**config.mk**
```make
export PLATFORM = sky130hd
export DESIGN_NAME = max7219_receiver
export DESIGN_NICKNAME = d
export VERILOG_FILES = /design/src/rtl/max7219_receiver.sv
export SDC_FILE = /design/constraint.sdc
export NUM_CORES = 1
export LEC_CHECK = 0
export CAP_MARGIN = 20
export CORE_ASPECT_RATIO = 1.75
export CORE_MARGIN = 1
export CORE_UTILIZATION = 50
export CTS_CLUSTER_SIZE = 10
export DETAILED_ROUTE_END_ITERATION = 10
export GPL_TIMING_DRIVEN = 0
export PLACE_DENSITY = 0.79
export SYNTH_ARGS = -nofsm -noshare
export SYNTH_HDL_FRONTEND = slang
export SYNTH_SLANG_ARGS = --single-unit
```
**constraint.sdc**
```tcl
create_clock -name clk -period 5.05 [get_ports clk]
set_input_delay 1.01 -clock clk [delete_from_list [all_inputs] [get_ports clk]]
set_output_delay 1.01 -clock clk [all_outputs]
set_load 0.01 [all_outputs]
```
**src/rtl/max7219_receiver.sv**
```systemverilog
// max7219_receiver: MAX7219-compatible SPI responder.
// Synchronizes spi_clk/din/cs into clk, shifts 16-bit frames, commits on cs
// rising and renders eight registered digit images from the register file.
// Optional Code-B font decoding is enabled by defining MAX7219_CODEB_EN.
// Handshake: wr_valid is a one-cycle strobe with no ready; wr_addr/wr_data are
// valid in that cycle and hold their value until the next committed frame.
module max7219_receiver #(
  parameter int         SYNC_STAGES      = 2,
  parameter logic [3:0] RESET_INTENSITY  = 4'd0,
  parameter logic [2:0] RESET_SCAN_LIMIT = 3'd0
) (
  input  logic        clk,
  input  logic        reset_sw,
  input  logic        spi_clk,
  input  logic        din,
  input  logic        cs,
  output logic        dout,
  output logic        wr_valid,
  output logic [3:0]  wr_addr,
  output logic [7:0]  wr_data,
  output logic        frame_err,
  output logic [7:0]  decode_mode,
  output logic [3:0]  intensity,
  output logic [2:0]  scan_limit,
  output logic        shutdown_n,
  output logic        display_test,
  output logic [63:0] digit_seg,
  output logic [1:0]  dbg_state
);

  typedef enum logic [1:0] {
    IDLE   = 2'd0,
    SHIFT  = 2'd1,
    COMMIT = 2'd2
  } state_t;

  state_t state, state_next;

  logic [SYNC_STAGES-1:0] spi_sync, din_sync, cs_sync;
  logic spi_prev, cs_prev;
  logic spi_s, din_s, cs_s;
  logic spi_rise, spi_fall, cs_rise, cs_fall;

  logic [15:0] shift_reg;
  logic [4:0]  bit_cnt;
  logic [7:0]  digit_reg [8];
  logic [3:0]  frame_addr;
  logic [7:0]  frame_data;
  logic [2:0]  digit_idx;

  logic start_frame, commit_ok, commit_err, shift_en, dout_en;

  assign spi_s      = spi_sync[SYNC_STAGES-1];
  assign din_s      = din_sync[SYNC_STAGES-1];
  assign cs_s       = cs_sync[SYNC_STAGES-1];
  assign spi_rise   = spi_s & ~spi_prev;
  assign spi_fall   = ~spi_s & spi_prev;
  assign cs_rise    = cs_s & ~cs_prev;
  assign cs_fall    = ~cs_s & cs_prev;
  assign frame_addr = shift_reg[11:8];
  assign frame_data = shift_reg[7:0];
  assign digit_idx  = frame_addr[2:0] - 3'd1;
  assign dbg_state  = state;

  // Synchronizer chains plus edge-detect history. cs resets low so a frame
  // interrupted by reset is ignored until a fresh cs falling edge.
  always_ff @(posedge clk) begin
    if (reset_sw) begin
      spi_sync <= '0;
      din_sync <= '0;
      cs_sync  <= '0;
      spi_prev <= 1'b0;
      cs_prev  <= 1'b0;
    end else begin
      spi_sync <= {spi_sync[SYNC_STAGES-2:0], spi_clk};
      din_sync <= {din_sync[SYNC_STAGES-2:0], din};
      cs_sync  <= {cs_sync[SYNC_STAGES-2:0], cs};
      spi_prev <= spi_s;
      cs_prev  <= cs_s;
    end
  end

  // Frame state register.
  always_ff @(posedge clk) begin
    if (reset_sw) state <= IDLE;
    else          state <= state_next;
  end

  // Next-state and per-cycle frame actions.
  always_comb begin
    state_next  = state;
    start_frame = 1'b0;
    commit_ok   = 1'b0;
    commit_err  = 1'b0;
    shift_en    = 1'b0;
    dout_en     = 1'b0;
    case (state)
      IDLE: begin
        if (cs_fall) begin
          state_next  = SHIFT;
          start_frame = 1'b1;
        end
      end
      SHIFT: begin
        if (cs_rise) begin
          state_next = COMMIT;
          if (bit_cnt >= 5'd16) commit_ok  = 1'b1;
          else                  commit_err = 1'b1;
        end else begin
          shift_en = spi_rise & ~cs_s;
          dout_en  = spi_fall & ~cs_s;
        end
      end
      COMMIT:  state_next = IDLE;
      default: state_next = IDLE;
    endcase
  end

  // Shift register, bit counter, daisy-chain output and commit strobes.
  always_ff @(posedge clk) begin
    if (reset_sw) begin
      shift_reg <= '0;
      bit_cnt   <= '0;
      dout      <= 1'b0;
      wr_valid  <= 1'b0;
      frame_err <= 1'b0;
      wr_addr   <= '0;
      wr_data   <= '0;
    end else begin
      wr_valid  <= commit_ok;
      frame_err <= commit_err;
      if (start_frame) bit_cnt <= '0;
      if (shift_en) begin
        shift_reg <= {shift_reg[14:0], din_s};
        if (bit_cnt != 5'd31) bit_cnt <= bit_cnt + 5'd1;
      end
      if (dout_en) dout <= shift_reg[15];
      if (commit_ok) begin
        wr_addr <= frame_addr;
        wr_data <= frame_data;
      end
    end
  end

  // Register file write on a committed frame; NOP, 0xD and 0xE change nothing.
  always_ff @(posedge clk) begin
    if (reset_sw) begin
      decode_mode  <= '0;
      intensity    <= RESET_INTENSITY;
      scan_limit   <= RESET_SCAN_LIMIT;
      shutdown_n   <= 1'b0;
      display_test <= 1'b0;
      for (int i = 0; i < 8; i++) digit_reg[i] <= '0;
    end else if (commit_ok) begin
      case (frame_addr)
        4'h1, 4'h2, 4'h3, 4'h4,
        4'h5, 4'h6, 4'h7, 4'h8: digit_reg[digit_idx] <= frame_data;
        4'h9:    decode_mode  <= frame_data;
        4'hA:    intensity    <= frame_data[3:0];
        4'hB:    scan_limit   <= frame_data[2:0];
        4'hC:    shutdown_n   <= frame_data[0];
        4'hF:    display_test <= frame_data[0];
        default: ;
      endcase
    end
  end

`ifdef MAX7219_CODEB_EN
  // Code-B font: segments A..G in bits 6..0.
  function automatic logic [6:0] codeb(input logic [3:0] v);
    case (v)
      4'h0: codeb = 7'h7E;  4'h1: codeb = 7'h30;
      4'h2: codeb = 7'h6D;  4'h3: codeb = 7'h79;
      4'h4: codeb = 7'h33;  4'h5: codeb = 7'h5B;
      4'h6: codeb = 7'h5F;  4'h7: codeb = 7'h70;
      4'h8: codeb = 7'h7F;  4'h9: codeb = 7'h7B;
      4'hA: codeb = 7'h01;  4'hB: codeb = 7'h4F;
      4'hC: codeb = 7'h37;  4'hD: codeb = 7'h0E;
      4'hE: codeb = 7'h67;  default: codeb = 7'h00;
    endcase
  endfunction
`endif

  // Per-digit image: test overrides shutdown, which overrides scan limit.
  always_ff @(posedge clk) begin
    if (reset_sw) begin
      digit_seg <= '0;
    end else begin
      for (int n = 0; n < 8; n++) begin
        if (display_test)           digit_seg[8*n +: 8] <= 8'hFF;
        else if (!shutdown_n)       digit_seg[8*n +: 8] <= 8'h00;
        else if (3'(n) > scan_limit) digit_seg[8*n +: 8] <= 8'h00;
`ifdef MAX7219_CODEB_EN
        else if (decode_mode[n])
          digit_seg[8*n +: 8] <= {digit_reg[n][7], codeb(digit_reg[n][3:0])};
`endif
        else                        digit_seg[8*n +: 8] <= digit_reg[n];
      end
    end
  end

endmodule

```
==> flow_summary.toml <==
[timing]
fin_crit_sh = 0.576
hold_violations = 0
rsz0062_at_grt = "no"
skew_ns = 0.0130
fmax_mhz = 344
max_slew_margin = 0.484
hold_ws_ns = 0.451
post-route-min-period_ns = 2.91
setup_viol = 0
tns_ns = 0
worstMarginPinSlew_ns = 0.772
drv_slew = 0

[clock_network]
postCtsSetupBuffers = 0
cts_root_buffer = "clkbuf_16"
numCtsBuffers = 17
clk_pin_slew_ns = 0.07
htree_levels = 4
clock_sinks = 191
cts-resized-gates = 0
clk_latency_ns = 0.43
cts_tree = "yes"
cts_hold_buffers = 0
clockBufferDepth = 2

[worst_setup_path]
cp_slowest_cell = "clkdlybuf4s50_1"
worstPathBufferInverterCount = 4
crit_chain = "clkdlybuf4s50_1 -> clkbuf_1 -> clkbuf_1 -> buf_1 -> nor2_1"
required_ns = 5.34
arrival_ns = 3.19
slowest_delay_ns = 0.61
cp-start-kind = "primary input"
reg2reg_to = "digit_reg[7][4]$_SDFFCE_PN0P_"
critPathMostFrequentCell = "clkbuf_1"
cp-end-kind = "flip-flop"
critPathMaxFanout = 10
ff2ff_path_depth = 7
r2r-start = "shift_reg[8]$_SDFFE_PP0N_"
path_delay_family = "buffers and inverters"
critical_path_class = "primary input to flip-flop"
ff2ff_setup_slack_ns = 2.28

[final_layout]
mostFrequentLayoutCells = "dfxtp_1, a21oi_1, clkdlybuf4s50_1"
num-nets-final = 821
syn2layout_area_growth_pct = 25.6
drive_above_1_share = 0.0803
antenna_cells = 0
layout_commonest_cell = "dfxtp_1"

[power]
clkPwrFrac = 0.447
switchingPower_mw = 0.622
switching_share = 0.206
p_leak_nw = 3.18
powerDensity_nw_per_um2 = 333
comb_power_share = 0.018
vdd_drop_max_v = 0.000223
seq_power_share = 0.535
internal_power_mw = 2.39

[detailed_routing]
drc = 0
antenna_left = 0
drt_pass1_iterations = 5
met2_length_mm = 9.85
drtIter0Drc = 316
met3_length_um = 939
dr.max_layer_used = "met4"
wirelength_mm = 17.8
wl_per_cell_um = 17.8
wl_met1_mm = 6.21
dr_total_vias = 5658
via_per_inst = 5.66

[flow_run]
maxCapViolations = 0

[place]
port-buffer-count = 102
gp_congestion = 0.900
hpwl_mm = 12.4

[synth]
synth-async-reset-ratio = 0
ys_seq_elements = 191
seq_area_frac_synth = 0.620
postSynthAreaPerCell_um2 = 10.5
synth_nets = 700
synth_flop_cell = "dfxtp_1"
synth-edff-count = 64
synthCells = 688
syn_area_um2 = 7200
synth.distinct_cells = 51
ys_warn_count = 0

[worst_hold_path]
min-delay-start = "spi_sync[0]$_SDFF_PP0_"
holdPathEnd = "spi_sync[1]$_SDFF_PP0_"
hold-path-cell-count = 1
hp-class = "flip-flop to flip-flop"

[die]
fp.dieW_um = 92.7
ios = 103
rows = 57
start_util = 0.515
core_um2 = 14000
die_h_um = 161
die-area_um2 = 14900

[global_routing]
grt_first_pass_wirelength_mm = 28.0
grt_max_degree = 17
grt_overflow = 0
antenna_found_initial = 0
grt_pass1_vias = 5660
grt.total_usage = 0.248

[outcome]
status = "completed"
==> cell usage after synthesis (4+ instances only) <==
library cell,n,share of area
nand4b_1,6,0.0073
buf_1,12,0.0063
a21o_1,5,0.0052
nand3_1,49,0.034
a31oi_1,10,0.0087
inv_1,14,0.0073
o311ai_0,5,0.0061
nand2b_1,6,0.0052
clkbuf_1,38,0.020
nor3_1,27,0.019
o21ai_0,44,0.031
nor2b_1,8,0.0069
and4b_1,4,0.0056
nor2_1,67,0.035
buf_2,7,0.0049
dfxtp_1,127,0.35
nor3_2,11,0.015
a21oi_1,103,0.072
edfxtp_1,64,0.27
ha_1,7,0.012
and3_1,34,0.030
==> logic make-up (layout without fill, tap and decap cells) <==
group	after synthesis	count (layout)	share of synthesized area
compound gates	177	177	0.137
xor+xnor	1	1	0.00122
fa+ha+maj	8	8	0.0136
buf+inv	78	212	0.0460
flops	191	191	0.620
mux	2	2	0.00278
simple gates	231	231	0.180
==> power groups by stage <==
stage | Combinational, mW | Sequential [mW] | Clock (mW)
after global placement | 0.0512 | 1.64 | 0
after CTS | 0.0540 | 1.61 | 1.36
final | 0.0545 | 1.61 | 1.35
after global routing | 0.0589 | 1.61 | 1.42
after detailed placement | 0.0536 | 1.65 | 0
after floorplan | 0.0349 | 1.64 | 0
==> routing by layer <==
layer	track usage	up-vias
met5	0	-
met3	0.0455	66
li1	-	2704
met1	0.239	2671
met4	0.151	0
met2	0.473	217
==> worst reg2reg max path: stages (launching register included) <==
cell and delay (ns):
dfxtp_1 0.55, inv_1 0.12, ha_1 0.26, xnor2_1 0.19
a211o_1 0.31, buf_2 0.18, buf_2 0.20, o21bai_1 0.58
==> through the flow <==
step | cell area [um2] | power [mW] | util | setup slack (ns) | instances
after CTS | 9040 | 3.02 | 0.647 | 2.22 | 999
after floorplan | 7200 | 1.68 | - | 2.63 | 688
after global placement | 8440 | 1.70 | 0.604 | 1.80 | 967
final | 9040 | 3.01 | 0.647 | 2.14 | 999
after global routing | 9040 | 3.09 | 0.647 | 2.03 | 999
after detailed placement | 8440 | 1.70 | 0.604 | 1.77 | 967
==> final cells by class <==
type	count	area, um2
multi-input combinational	419	2410
sequential	191	4460
timing repair buffer	102	1020
fill	1128	4940
clock buffer	20	468
tap	177	221
clock inverter	12	130
buffer	64	279
inverter	14	52.6
==> worst max path at each step <==
stage	from	endpoint	cells past startpoint
finish	reset_sw	digit_seg[32]$_SDFF_PP0_	5
floorplan	reset_sw	digit_reg[2][0]$_SDFFCE_PN0P_	4
CTS	reset_sw	digit_seg[32]$_SDFF_PP0_	5
global route	shift_reg[8]$_SDFFE_PP0N_	digit_reg[1][0]$_SDFFCE_PN0P_	6
global placement	reset_sw	digit_seg[32]$_SDFF_PP0_	5
detailed placement	reset_sw	digit_seg[32]$_SDFF_PP0_	5
(Power assumes the default switching activity.)
